<file path="config.mk">
export PLATFORM = sky130hd
export DESIGN_NAME = cmp_minmax_tracker
export DESIGN_NICKNAME = d
export VERILOG_FILES = /design/src/rtl/cmp_minmax_tracker_pkg.sv /design/src/rtl/cmp_signed_code.sv /design/src/rtl/cmp_minmax_tracker.sv
export SDC_FILE = /design/constraint.sdc
export NUM_CORES = 1
export LEC_CHECK = 0
export ABC_CLOCK_PERIOD_IN_PS = 5950
export CAP_MARGIN = 20
export CORE_MARGIN = 2
export CORE_UTILIZATION = 29
export CTS_CLUSTER_SIZE = 24
export DETAILED_ROUTE_END_ITERATION = 16
export GPL_TIMING_DRIVEN = 0
export SETUP_SLACK_MARGIN = 0.4
export SLEW_MARGIN = 10
export SYNTH_ARGS = -nofsm -noshare
export SYNTH_HDL_FRONTEND = slang
export SYNTH_SLANG_ARGS = --single-unit
export TNS_END_PERCENT = 10
</file>
<file path="constraint.sdc">
create_clock -name clk -period 5.95 [get_ports clk]
set_clock_uncertainty 0.1 [all_clocks]
set_input_delay 1.4875 -clock clk [delete_from_list [all_inputs] [get_ports clk]]
set_output_delay 1.4875 -clock clk [all_outputs]
set_load 0.005 [all_outputs]
</file>
<file path="src/rtl/cmp_minmax_tracker_pkg.sv">
// rtl/cmp_minmax_tracker_pkg.sv - shared compare codes and tracker state encoding
package cmp_minmax_tracker_pkg;

    localparam logic [1:0] CMP_EQ = 2'b01;
    localparam logic [1:0] CMP_GT = 2'b10;
    localparam logic [1:0] CMP_LT = 2'b11;

    typedef enum logic [1:0] {
        ST_IDLE = 2'd0,
        ST_ACC  = 2'd1,
        ST_HOLD = 2'd2
    } state_t;

endpackage

</file>
<file path="src/rtl/cmp_signed_code.sv">
// rtl/cmp_signed_code.sv - combinational signed compare producing the 2-bit compare code
module cmp_signed_code
    import cmp_minmax_tracker_pkg::*;
#(
    parameter int W = 4
) (
    input  logic [W-1:0] a,
    input  logic [W-1:0] b,
    output logic [1:0]   code
);

    // Two's-complement ordering; 2'b00 is never produced
    always_comb begin
        code = CMP_LT;
        if (a == b) begin
            code = CMP_EQ;
        end else if ($signed(a) > $signed(b)) begin
            code = CMP_GT;
        end
    end

endmodule

</file>
<file path="src/rtl/cmp_minmax_tracker.sv">
// rtl/cmp_minmax_tracker.sv - framed signed-sample max/min/max-position tracker
module cmp_minmax_tracker
    import cmp_minmax_tracker_pkg::*;
#(
    parameter int W     = 4,
    parameter int CNT_W = 8
) (
    input  logic             clk,
    input  logic             rst,
    input  logic             in_valid,
    output logic             in_ready,
    input  logic [W-1:0]     in_data,
    input  logic             in_last,
    output logic             out_valid,
    input  logic             out_ready,
    output logic [W-1:0]     out_max,
    output logic [W-1:0]     out_min,
    output logic [CNT_W-1:0] out_max_idx,
    output logic [CNT_W-1:0] out_len,
    output logic             out_ovf
);

    localparam logic [CNT_W-1:0] LEN_MAX = '1;

    state_t           state;
    state_t           state_nxt;
    logic             accept;
    logic             hold_entry;
    logic [1:0]       code_max;
    logic [1:0]       code_min;

    logic [W-1:0]     acc_max;
    logic [W-1:0]     acc_min;
    logic [CNT_W-1:0] acc_idx;
    logic [CNT_W-1:0] acc_len;
    logic             acc_ovf;

    logic [W-1:0]     nxt_max;
    logic [W-1:0]     nxt_min;
    logic [CNT_W-1:0] nxt_idx;
    logic [CNT_W-1:0] nxt_len;
    logic             nxt_ovf;

    assign accept     = in_valid & in_ready;
    // Only IDLE/ACC accept, so a last-sample accept is exactly the HOLD entry
    assign hold_entry = accept & in_last;

    cmp_signed_code #(.W(W)) u_cmp_max (
        .a    (in_data),
        .b    (acc_max),
        .code (code_max)
    );

    cmp_signed_code #(.W(W)) u_cmp_min (
        .a    (in_data),
        .b    (acc_min),
        .code (code_min)
    );

    // State register
    always_ff @(posedge clk or posedge rst) begin
        if (rst) begin
            state <= ST_IDLE;
        end else begin
            state <= state_nxt;
        end
    end

    // Next-state logic
    always_comb begin
        state_nxt = state;
        case (state)
            ST_IDLE: if (accept) state_nxt = in_last ? ST_HOLD : ST_ACC;
            ST_ACC:  if (accept && in_last) state_nxt = ST_HOLD;
            ST_HOLD: if (out_ready) state_nxt = ST_IDLE;
            default: state_nxt = ST_IDLE;
        endcase
    end

    // Handshake outputs decoded from state only (no input-to-output path)
    always_comb begin
        in_ready  = (state != ST_HOLD);
        out_valid = (state == ST_HOLD);
    end

    // Accumulator values after folding in the current sample
    always_comb begin
        nxt_max = acc_max;
        nxt_min = acc_min;
        nxt_idx = acc_idx;
        nxt_len = acc_len;
        nxt_ovf = acc_ovf;
        if (state == ST_IDLE) begin
            nxt_max = in_data;
            nxt_min = in_data;
            nxt_idx = '0;
            nxt_len = CNT_W'(1);
            nxt_ovf = 1'b0;
        end else begin
            // Strictly greater only, so ties keep the first occurrence
            if (code_max == CMP_GT) begin
                nxt_max = in_data;
                nxt_idx = acc_len;
            end
            if (code_min == CMP_LT) begin
                nxt_min = in_data;
            end
            if (acc_len == LEN_MAX) begin
                nxt_ovf = 1'b1;
            end else begin
                nxt_len = acc_len + CNT_W'(1);
            end
        end
    end

    // Accumulators track the frame in progress
    always_ff @(posedge clk or posedge rst) begin
        if (rst) begin
            acc_max <= '0;
            acc_min <= '0;
            acc_idx <= '0;
            acc_len <= '0;
            acc_ovf <= 1'b0;
        end else if (accept) begin
            acc_max <= nxt_max;
            acc_min <= nxt_min;
            acc_idx <= nxt_idx;
            acc_len <= nxt_len;
            acc_ovf <= nxt_ovf;
        end
    end

    // Result registers load once per frame and persist until the next frame ends
    always_ff @(posedge clk or posedge rst) begin
        if (rst) begin
            out_max     <= '0;
            out_min     <= '0;
            out_max_idx <= '0;
            out_len     <= '0;
            out_ovf     <= 1'b0;
        end else if (hold_entry) begin
            out_max     <= nxt_max;
            out_min     <= nxt_min;
            out_max_idx <= nxt_idx;
            out_len     <= nxt_len;
            out_ovf     <= nxt_ovf;
        end
    end

endmodule

</file>
==> results of run 1 <==
==> area by class of cell <==
type                            count  area (um2)  share of cell area [%]
Multi-Input combinational cell    193        1330                    38.6
Sequential cell                    52        1300                    37.8
Timing Repair Buffer               36         370                    10.8
Tap cell                          129         161                    4.69
Buffer                             17         100                    2.91
Clock buffer                        5        68.8                    2.00
Clock inverter                      2        60.1                    1.75
Inverter                           13        48.8                    1.42
==> flip-flops by register name (all words and copies together), names as in the netlist <==
name	cells
out_max_idx	8
out_max	4
acc_idx	8
state	2
acc_ovf	1
out_len	8
acc_min	4
out_min	4
out_ovf	1
acc_len	8
acc_max	4
==> power breakdown <==
part	switching, uW	internal [uW]
Clock	115	166
Combinational	235	201
Sequential	47.4	421
Total	397	787
==> layout by cell type (no fill, tap or decap), types with 7 or more instances in the layout <==
cell,count
sky130_fd_sc_hd__o21ai_0,17
sky130_fd_sc_hd__o2111ai_1,12
sky130_fd_sc_hd__nand3_1,7
sky130_fd_sc_hd__o211ai_1,12
sky130_fd_sc_hd__nand2_1,45
sky130_fd_sc_hd__a21oi_1,8
sky130_fd_sc_hd__nor2_1,12
sky130_fd_sc_hd__dfrtp_1,52
sky130_fd_sc_hd__inv_1,12
sky130_fd_sc_hd__buf_2,7
sky130_fd_sc_hd__clkdlybuf4s50_1,35
sky130_fd_sc_hd__a32o_1,8
sky130_fd_sc_hd__ha_1,9
==> worst paths after layout <==
| path | startpoint | to | slack (ps) |
|---|---|---|---|
| hold / removal | out_ovf | out_ovf | 400 |
| min in group asynchronous | rst | state[0] | 1420 |
| setup reg to reg | acc_max[3] | acc_idx[0] | 3850 |
| hold reg to reg | out_ovf | out_ovf | 400 |
| setup / recovery | in_data[3] | acc_idx[0] | 2420 |
| max in group asynchronous | rst | acc_ovf | 3790 |
==> through the flow <==
step / hold WS [ps] / setup slack (ps) / power (uW) / cells / instance area, um2
2_1_floorplan: 362 / 2900 / 752 / 275 / 2780
3_3_place_gp: 370 / 2080 / 896 / 439 / 3290
3_5_place_dp: 373 / 2120 / 909 / 440 / 3310
4_1_cts: 394 / 2440 / 1200 / 447 / 3440
5_1_grt: 407 / 2350 / 1270 / 447 / 3440
6_report: 397 / 2420 / 1180 / 447 / 3440
==> worst reg2reg max path, cell delays in order (launching register included) <==
cell                      delay, ps
sky130_fd_sc_hd__dfrtp_1        380
sky130_fd_sc_hd__inv_1           60
sky130_fd_sc_hd__ha_1           330
sky130_fd_sc_hd__nor2b_1        350
sky130_fd_sc_hd__nor2_4         130
sky130_fd_sc_hd__o21a_2         190
sky130_fd_sc_hd__buf_2          200
sky130_fd_sc_hd__a32o_1         270
==> layer usage <==
layer	wire [um]	share of wire, %	global-route usage, %
met5	0	0	0
met1	3270	50	20.2
met2	3020	46	20.2
met4	42	0.64	2.77
met3	214	3.3	2.05
==> cell families after synthesis <==
family | count (synthesis)
flops | 52
buf+inv | 30
compound gates | 77
mux | 12
xor+xnor | 3
simple gates | 92
fa+ha+maj | 9
==> synthesized netlist by cell type (all sizes together) (3+ instances only) <==
cell type and number:
dfrtp 52, nand2 45, o21ai 19, nor2 15
inv 13, o2111ai 13, o211ai 13, buf 11
ha 9, a21oi 8, a32o 8, mux2 8
nand3 8, clkbuf 6, a31oi 5, mux2i 4
nor2b 4, o21a 4, and3 3, nor3 3
nor4b 3, or3 3
==> flow_results.org, run 1 <==
** Cells and area
- Fillcell total :: roughly 960
- The net count of the finished layout is roughly 340.
- 0 antenna diodes ended up in the layout.
- Of the cells placed in the final design, the portion with a size suffix greater than 1 is 13.8%.
- Measured on the finished design, the core utilization comes to 37.0%.
- Compared with the post-synthesis result, the final layout area differs by 23.8%.

** Clock network
- Latest clock arrival within the worst-skew pair :: roughly 300 ps
- Clock tree synthesis selected as its root buffer the cell sky130_fd_sc_hd__clkbuf_8.
- Number of clock sinks :: 52
- Clock slew seen by the registers of the worst setup and hold paths :: around 90 ps
- CTS Hold Bufs :: 0
- CTS built an H-tree with a depth of 2.
- Clock tree from TritonCTS :: built
- Post_cts resized :: 0
- Buffers added to address setup during post-CTS repair amount to 0.
- Clock buffer depth :: 2
- Counting the buffers created by CTS gives 5.

** Setup path
- STA classifies the critical path endpoint as a flip-flop.
- Critical path buffer and inverter count :: 2
- For this design, the slowest cell found on the critical path is sky130_fd_sc_hd__clkdlybuf4s50_1.
- The signal on the critical path passes through clkdlybuf4s50_1, ha_1, nor2b_1, nor2_4, o21a_2, buf_2, a32o_1.
- Stages on worst setup path :: 7
- STA puts the critical path data arrival time at roughly 3600 ps.
- The critical path is of the primary input to flip-flop type.
- The worst setup path is launched from a primary input.
- Along the worst path, the maximum fanout reaches 10.
- On the worst path, the slowest cell contributes a delay of roughly 580 ps.
- The kind of cell with the highest combined delay along the critical path is buffers and inverters.
- Cells on worst reg2reg path :: 7
- STA puts the critical path data required time at approximately 6000 ps.

** Yosys
- Fraction of the mapped netlist area in compound gates :: 21.3%
- Xor/xnor share of the synthesized area :: 0.946%
- Yosys cell types :: 51
- Multiplexer fraction of the synthesized cell area :: under 10%
- Summed over all instances, the cell type with the most area after synthesis is sky130_fd_sc_hd__dfrtp_1.
- Yosys warning count :: 0
- After synthesis, the largest family of logic cells by area is compound AO/OA/AOI/OAI gates.
- Average cell area after synthesis :: 10.1 um2
- Seq/Total Area, Yosys :: a little under half
- The synthesized netlist devotes 4.05% of its cell area to adder and majority cells.
- After synthesis the netlist holds a flip-flop and latch count of 52.
- The synthesized netlist devotes 16.5% of its cell area to simple gates.
- Number of enable-type register cells in the synthesized netlist :: 0
- Synth Cell Area :: 2780 um2
- Counting every net in the synthesized netlist gives 293.
- Among all flip-flop cells after synthesis, the most frequent one is sky130_fd_sc_hd__dfrtp_1.
- Biggest area contributors in the synthesized netlist :: sky130_fd_sc_hd__dfrtp_1 47%, sky130_fd_sc_hd__nand2_1 6.1%, sky130_fd_sc_hd__ha_1 4.1%
- Counting flops with an async set or reset pin after synthesis yields a share of 100%.
- The top cell type by area accounts for 46.8% of the synthesized area.
- Synthesis handed over a netlist of around 280 instances.

** Detailed routing
- Number of nets with antenna violations after detailed routing :: 0
- Via Count :: between 2000 and 2500
- Dividing the detail-routed wire length by the instance count gives 14.6 um.
- Detailed router's first-iteration violation count :: 108
- The first detailed-routing pass ran for 7 iterations.
- For this run, design rule violations remaining after detail routing come to 0.
- In the routed layout, each cell is associated on average with a via count of roughly 4.9.
- The final layout contains routed wiring with a total length of around 6500 um.

** Power and ir drop
- Across the VDD grid, the largest voltage drop is around 0.13 mV.
- The analysis attributes to cell leakage a power of 0.00139 uW.
- Power density normalized to cell area :: 344 nW/um2

** Global route
- Summed over all layers, the global routing overflow is 0.
- Via count of the first global-routing pass :: about 2100
- Global routing consumed, over all layers together, 13.3% of the routing resources.
- Wire length of the first global-routing pass :: ~11000 um
- Antenna violations before repair :: 0
- Pin count of the biggest net entering global routing :: 33

** Placement
- The wire-length estimate of the detail-placed layout is 4840 um.
- Final Wtd Congestion :: slightly above 0.8
- Buffers placed on the I/O ports in this run total 35.

** Floorplan
- The floorplan step defined a die boundary enclosing about 10000 um2.
- In this run the count of I/O pins placed on the die edge is 36.
- Core area :: 9280 um2
- Starting Density :: 29.9%
- Chip width :: 102 um
- Overall die height :: 102 um
- The floorplan has 35 rows.

** Timing
- Final total negative setup slack :: 0 ps
- Number of setup violations in the final report :: 0
- Slew at the pin closest to its max-slew limit :: between 500 and 600 ps
- Setup repair after global routing left no endpoint under its margin.
- Slew margin rel. :: approximately three fifths
- The number of endpoints with negative hold slack in the final report was 0.
- Of the available clock period, the critical path in the final layout requires about three fifths.
- The worst path needs ~3500 ps of the cycle, external delays included.
- The count of final max-slew check failures came to 0.
- FMAX :: roughly 280 MHz

** Min path
- Number of stages on the worst hold path :: 2
- Class of the tightest hold or removal check :: flip-flop to flip-flop

** Run status
- The flow ran to the end, and the final reports show no timing, DRC or antenna violations.

** Job
- The tool flagged a number of max-cap violations equal to 0.
(Power assumes the default switching activity.)
==> run 2: changes to the inputs <==
- ABC_CLOCK_PERIOD_IN_PS: 5950 -> 3300
- clock period: 5.95 -> 3.3 ns (I/O delays scaled with it)
==> run 2 against run 1 <==
Against the previous run:
- via count fell by 0.59%
- clock power is 80% higher
- die area stayed put
- sequential power increased by 81%
- first-iteration DRC count increased by 0.93%
- highest routed layer is now met3
- clock-buffer cell count unchanged
- setup slack lost 1900 ps
- sequential cell count unchanged
- cell area increased by 0.25%
- hold slack barely moved
- critical path depth unchanged
==> flow_results.org, run 2 (synthesized netlist as in run 1, its figures left out) <==
** Global route
- Remaining global-route overflow :: 0 (unchanged)
- The number of antenna violations at the first check in global routing came to 0 (unchanged).
- Via count of the first global-routing pass :: 2138 (unchanged)
- Combined global-route utilization of all metal layers :: 13.3% (unchanged)
- The largest net degree at the start of global routing came to 33 (unchanged).
- Wire length of the first global-routing pass :: 11000 um (unchanged)

** Detailed routing
- Via Count :: 2180 (was 2193)
- The violation count after the first detailed-route iteration came to 109 (was 108).
- Vias per Instance :: 4.88 (was 4.91)
- Number of nets with antenna violations after detailed routing :: 0 (unchanged)
- Avg WL per Cell :: 14.6 um (about the same)
- The routed length on met3 came to 133 um (was 214 um).
- Number of remaining DRC errors :: 0 (unchanged)
- Amount of wire on met2 after detailed routing :: 3050 um (was 3020 um)
- The detailed-routing iteration count for the pre-antenna-repair pass is 6 (was 7).
- The sum of routed wire length over all layers was 6540 um (about the same).
- Routed length on met1 :: 3360 um (was 3270 um)
- The highest routing layer actually used was met3 (was met4).

** Cells and area
- Number of nets in the layout :: 336 (unchanged)
- The count of antenna diodes in the layout came to 0 (unchanged).
- The post-synthesis to final-layout area growth was 24.1% (was 23.8%).
- The post-layout instance area is 3450 um2 (was 3440 um2).
- Commonest cells after routing, fill and taps aside :: 52 x sky130_fd_sc_hd__dfrtp_1, 45 x sky130_fd_sc_hd__nand2_1, 34 x sky130_fd_sc_hd__clkdlybuf4s50_1, 17 x sky130_fd_sc_hd__o21ai_0 (was 52 x sky130_fd_sc_hd__dfrtp_1, 45 x sky130_fd_sc_hd__nand2_1, 35 x sky130_fd_sc_hd__clkdlybuf4s50_1, 17 x sky130_fd_sc_hd__o21ai_0)
- Fillcell total :: 959 (was 962)
- The fraction of layout cells with a size suffix above 1 came to 14.5% (was 13.8%).
- The most frequent standard cell in the layout excluding fill and tap cells was sky130_fd_sc_hd__dfrtp_1 (unchanged).

** Clock network
- H-tree lvl count :: 2 (unchanged)
- Post_cts resized :: 0 (unchanged)
- The number of setup buffers added after CTS was 0 (unchanged).
- The number of buffers inserted for hold repair after clock tree synthesis came to 0 (unchanged).
- The clock transition time at the flip-flop clock pins of the worst setup and hold paths came to 90 ps (about the same).
- The CTS sink count was 52 (unchanged).
- The total CTS buffers was 5 (unchanged).
- Latest clock arrival within the worst-skew pair :: 300 ps (about the same)
- Clock buffer depth :: 2 (unchanged)
- Clock Root Buffer :: sky130_fd_sc_hd__clkbuf_8 (unchanged)
- Clock tree from TritonCTS :: built (unchanged)

** Setup path
- Crit path arrival time :: 2900 ps (was 3620 ps)
- The startpoint kind of the worst setup timing path was a primary input (unchanged).
- The required time reported for the critical path endpoint came to 3400 ps (was 6040 ps).
- The type of element capturing the critical path was a flip-flop (unchanged).
- Worst Path Max Fanout :: 10 (unchanged)
- Crit Path Class :: primary input to flip-flop (unchanged)
- Minimum setup slack among reg-to-reg paths :: 1210 ps (was 3850 ps)

** Placement
- The cell area after placement is 3310 um2 (unchanged).
- Detailed placement HPWL :: 4840 um (unchanged)
- Final Wtd Congestion :: 0.811 (unchanged)
- The number of buffers added on ports was 35 (unchanged).

** Timing
- Number of setup violations in the final report :: 0 (unchanged)
- FMAX :: roughly 360 MHz
- Unrepaired setup endpoints after global routing: false (unchanged).
- Pins Over Slew Limit :: 0 (unchanged)
- Post-layout minimum cycle time :: 2810 ps
- The worst slew margin relative to its limit was 61.5% (was 60.3%).
- The number of endpoints with negative hold slack in the final report came to 0 (unchanged).
- Fin crit share :: around 85%
- The summed negative setup slack over all endpoints was 0 ps (unchanged).
- Slew at the pin closest to its max-slew limit :: 578 ps (was 596 ps)

** Floorplan
- Overall die height :: 102 um (unchanged)
- The floorplan row count came to 35 (unchanged).
- Core area :: 9280 um2 (unchanged)
- The chip width came to 102 um (unchanged).
- Boundary pin count :: 36 (unchanged)
- The initial core utilization is 29.9% (unchanged).
- The total die area came to 10400 um2 (unchanged).

** Power and ir drop
- The areal power density over the cells was 622 nW/um2 (was 344 nW/um2).
- The static leakage power was 0.00140 uW (was 0.00139 uW).
- The total power after layout was 2140 uW (was 1180 uW).
- The peak supply drop was 0.238 mV (was 0.132 mV).

** Job
- Max_cap viols :: 0 (unchanged)

** Min path
- The class of the tightest hold or removal check is flip-flop to flip-flop (unchanged).

** Run status
- Outcome :: complete, no violations (unchanged)
==> run 2: cell types whose count changed in the layout (fill, tap and decap cells not counted), sizes merged <==
cell	change
buf	-1
clkbuf	+1
clkdlybuf4s50	-1
dlymetal6s2s	+1
==> run 2: final timing paths <==
path,to,cells after the start,startpoint
worst max-delay path,acc_idx[0],7,in_data[1]
worst min-delay path,out_ovf,2,out_ovf
worst max register to register,acc_idx[0],7,acc_max[1]
worst min register to register,out_ovf,2,out_ovf
max in group asynchronous,acc_ovf,3,rst
min in group asynchronous,acc_len[0],2,rst
==> run 2: worst max-delay path, stage by stage <==
cell                              delay (ps)
sky130_fd_sc_hd__clkdlybuf4s50_1         610
sky130_fd_sc_hd__ha_1                    290
sky130_fd_sc_hd__nor2b_1                 140
sky130_fd_sc_hd__o21a_1                  270
sky130_fd_sc_hd__o21a_2                  290
sky130_fd_sc_hd__clkbuf_4                200
sky130_fd_sc_hd__a32o_1                  260
==> run 2: per-stage QoR <==
| step | utilization (%) | hold slack (ps) | std cells | worst slack (ps) |
|---|---|---|---|---|
| 6_report | 37.1 | 397 | 447 | 494 |
| 5_1_grt | 37.1 | 407 | 447 | 418 |
| 4_1_cts | 37.0 | 394 | 447 | 457 |
| 3_5_place_dp | 35.6 | 373 | 440 | 131 |
| 3_3_place_gp | 35.4 | 370 | 439 | 92.4 |
| 2_1_floorplan | - | 362 | 275 | 916 |
==> run 2: power breakdown <==
part	total [uW]	switching [uW]	internal, uW
sequential	845	85.7	759
combinational	792	423	368
clock	506	207	299
==> run 2: layer usage <==
metal	global-route usage (%)	up-vias
met5	0	-
li1	-	1091
met3	2.05	0
met1	20.2	1057
met4	2.77	0
met2	20.2	32
==> run 2: layout make-up <==
cell class	instances	area [um2]	share of cell area, %
buffer	17	104	3.01
clock buffer	5	68.8	2.00
clock inverter	2	60.1	1.74
inverter	13	48.8	1.42
multi-input combinational	193	1330	38.6
sequential	52	1300	37.7
tap	129	161	4.68
timing repair buffer	36	373	10.8
==> run 3: changes to the inputs <==
- CAP_MARGIN: 20 -> default
- CORE_MARGIN: 2 -> default
==> run 3 against run 2 <==
Against the previous run:
- highest routed layer is now met4
- utilization fell by 0.14 points
- global-route usage rose by 0.55 points
- clock power fell by 14%
- via count rose by 1.5%
- critical path depth did not move
- sequential power barely moved
- cell area fell by 0.83%
- critical path type unchanged
- largest power group unchanged
- clock-buffer cell count rose by 1
==> flow_results.org, run 3 (synthesized netlist as in run 1, its figures left out) <==
** Setup path
- R2R Path Start :: acc_max[3] (was acc_max[1])
- The critical path start-end classification is primary input to flip-flop (unchanged).
- The required time reported for the critical path endpoint is 3400 ps (about the same).
- Origin of the worst setup path :: in_data[3] (was in_data[1])
- Minimum setup slack among reg-to-reg paths :: 1180 ps (was 1210 ps)
- Reg2reg end :: acc_idx[0] (unchanged)
- Element type at the critical path end :: flip-flop (unchanged)
- The startpoint kind of the worst setup timing path was a primary input (unchanged).
- The depth of the worst register-to-register path came to 7 (unchanged).
- The maximum fanout along the worst path is 10 (unchanged).
- The data arrival at the endpoint of the critical path came to 2920 ps (was 2900 ps).

** Clock network
- Clock buffer depth :: 2 (unchanged)
- Setup repair bufs after CTS :: 0 (unchanged)
- The worst-skew pair later-pin latency is 300 ps (about the same).
- CTS Hold Bufs :: 0 (unchanged)
- The clock tree root buffer cell was sky130_fd_sc_hd__clkbuf_8 (unchanged).
- Clock tree from TritonCTS :: built (unchanged)
- Inserted Clock Buffers :: 5 (unchanged)
- Number of clock sinks :: 52 (unchanged)
- Clock slew seen by the registers of the worst setup and hold paths :: 90 ps (about the same)
- The total number of H-tree levels came to 2 (unchanged).

** Floorplan
- Boundary pin count :: 36 (unchanged)
- The overall die height is 99.9 um (was 102 um).
- The total die area came to 9970 um2 (was 10400 um2).
- The initial core utilization came to 30.1% (was 29.9%).
- The core region area came to 9240 um2 (was 9280 um2).
- Row Count :: 35 (unchanged)
- The chip width is 99.9 um (was 102 um).

** Global route
- Remaining global-route overflow :: 0 (unchanged)
- The via count of the first global-routing pass is 2198 (was 2138).
- The number of antenna violations at the first check in global routing was 0 (unchanged).
- The largest net degree at the start of global routing is 31 (was 33).
- Combined global-route utilization of all metal layers :: 13.9% (was 13.3%)
- The first-pass GRT wire length was 10900 um (was 11000 um).

** Power and ir drop
- Net Sw Power :: 718 uW (was 716 uW)
- The proportion of power drawn by flip-flops and latches came to 41.1% (was 39.4%).
- The internal power of the cells is 1350 uW (was 1430 uW).
- The switching part of the total came to 34.8% (was 33.4%).
- The clock network power share is 21.0% (was 23.6%).
- The peak supply drop is 0.219 mV (was 0.238 mV).
- Power share of the combinational group :: 37.9% (was 37.0%)
- The static leakage power is 0.00138 uW (was 0.00140 uW).
- Power density normalized to cell area :: 604 nW/um2 (was 622 nW/um2)

** Timing
- The fraction of the cycle the final worst path needs came to 85.4% (was 85.0%).
- The final setup violation count was 0 (unchanged).
- FMAX :: 355 MHz (was 356 MHz)
- The count of final max-slew check failures came to 0 (unchanged).
- The post-route minimum period was 2820 ps (was 2810 ps).
- Unrepaired setup endpoints after global routing: true (was false).
- Slew margin rel. :: 61.9% (was 61.5%)
- The measured slew at the worst slew-check pin is 571 ps (was 578 ps).
- The number of endpoints with negative hold slack in the final report came to 0 (unchanged).
- Final total negative setup slack :: 0 ps (unchanged)
- Final-layout worst hold slack :: 383 ps (was 397 ps)
- The worst setup margin was 482 ps (was 494 ps).

** Detailed routing
- Vias per Instance :: 4.94 (was 4.88)
- Via Count :: 2212 (was 2180)
- Avg WL per Cell :: 14.2 um (was 14.6 um)
- Detailed-route wire length :: 6360 um (was 6540 um)
- The number of nets still failing antenna checks after routing came to 0 (unchanged).
- Number of remaining DRC errors :: 0 (unchanged)
- Drt pass-1 iters :: 4 (was 6)
- The violation count after the first detailed-route iteration was 93 (was 109).

** Cells and area
- Number of standard cells in the layout, taps in and fillers out :: 448 (was 447)
- The number of nets in the final layout was 336 (unchanged).
- Area growth from synthesis to final layout :: 23.1% (was 24.1%)
- Commonest cells after routing, fill and taps aside :: 52 x sky130_fd_sc_hd__dfrtp_1, 45 x sky130_fd_sc_hd__nand2_1, 35 x sky130_fd_sc_hd__clkdlybuf4s50_1, 17 x sky130_fd_sc_hd__o21ai_0 (was 52 x sky130_fd_sc_hd__dfrtp_1, 45 x sky130_fd_sc_hd__nand2_1, 34 x sky130_fd_sc_hd__clkdlybuf4s50_1, 17 x sky130_fd_sc_hd__o21ai_0)
- The most frequent standard cell in the layout excluding fill and tap cells is sky130_fd_sc_hd__dfrtp_1 (unchanged).
- The fraction of layout cells with a size suffix above 1 came to 14.1% (was 14.5%).
- Fillcell total :: 933 (was 959)
- The post-layout instance area came to 3420 um2 (was 3450 um2).
- # diodes :: 0 (unchanged)

** Job
- Max_cap viols :: 0 (unchanged)

** Placement
- Final Wtd Congestion :: 0.858 (was 0.811)
- Detailed placement HPWL :: 4730 um (was 4840 um)
- The number of buffers added on ports is 35 (unchanged).
- Cell total after placement :: 440 (unchanged)
- The cell area after placement is 3310 um2 (unchanged).
- Place WS :: 147 ps (was 131 ps)

** Min path
- Number of stages on the worst hold path :: 2 (unchanged)
- Worst Hold Launch :: out_ovf (unchanged)
- Hold path endpoint :: out_ovf (unchanged)
- The class of the tightest hold or removal check was flip-flop to flip-flop (unchanged).

** Run status
- Outcome :: complete, no violations (unchanged)
## run 3: cell count changes in the layout (fill, tap and decap cells not counted)
| cell | before | now |
|---|---|---|
| sky130_fd_sc_hd__buf_2 | 6 | 7 |
| sky130_fd_sc_hd__bufinv_16 | 2 | 1 |
| sky130_fd_sc_hd__clkbuf_1 | 4 | 5 |
| sky130_fd_sc_hd__clkbuf_4 | 1 | 0 |
| sky130_fd_sc_hd__clkdlybuf4s50_1 | 34 | 35 |
| sky130_fd_sc_hd__clkinv_2 | 0 | 1 |
| sky130_fd_sc_hd__dlymetal6s2s_1 | 1 | 0 |
| sky130_fd_sc_hd__nor2b_1 | 3 | 4 |
| sky130_fd_sc_hd__nor2b_2 | 1 | 0 |
## run 3: power groups by stage
stage | clock [uW] | combinational, uW | sequential, uW
after floorplan | 0 | 512 | 843
after global placement | 0 | 759 | 855
after detailed placement | 0 | 776 | 862
after CTS | 451 | 785 | 849
after global routing | 470 | 869 | 867
final | 434 | 782 | 848
## run 3: layout make-up
type | instances | area [um2] | share of cell area, %
Tap cell | 129 | 161 | 4.72
Timing Repair Buffer | 36 | 370 | 10.8
Clock buffer | 6 | 72.6 | 2.12
Buffer | 17 | 101 | 2.96
Multi-Input combinational cell | 193 | 1330 | 38.8
Clock inverter | 2 | 35.0 | 1.02
Inverter | 13 | 48.8 | 1.43
Sequential cell | 52 | 1300 | 38.1
## run 3: worst max-delay path, stage by stage
cell	delay, ps
sky130_fd_sc_hd__clkdlybuf4s50_1	550
sky130_fd_sc_hd__ha_1	410
sky130_fd_sc_hd__nor2b_1	340
sky130_fd_sc_hd__nor2_4	120
sky130_fd_sc_hd__o21a_2	190
sky130_fd_sc_hd__buf_2	190
sky130_fd_sc_hd__a32o_1	270
## run 3: timing repair
| action | 4_1_cts | 5_1_grt |
|---|---|---|
| setup endpoints to repair | 0 | 9 |
| resized for setup | 0 | 2 |
| hold endpoints to repair | 0 | 0 |
## run 3: worst max-delay path by stage
stage,cells past startpoint,slack (ps),to
after global routing,7,380,acc_idx[7]
after global placement,2,100,out_len[7]
after floorplan,5,920,acc_min[0]
after CTS,7,480,acc_idx[7]
after detailed placement,7,150,acc_idx[7]
final,7,480,acc_idx[0]
## run 3: layer usage
metal / global-route usage (%) / vias to the layer above / wire length [um]
li1: - / 1101 / -
met1: 19.8 / 1048 / 3120
met2: 21.1 / 52 / 2870
met3: 2.23 / 11 / 228
met4: 5.32 / 0 / 133
met5: 0 / - / 0
## run 3: through the flow
step           total power, uW  utilization (%)
6_report                  2060             37.0
5_1_grt                   2210             37.0
4_1_cts                   2090             37.0
3_5_place_dp              1640             35.8
3_3_place_gp              1610             35.6
2_1_floorplan             1360                -
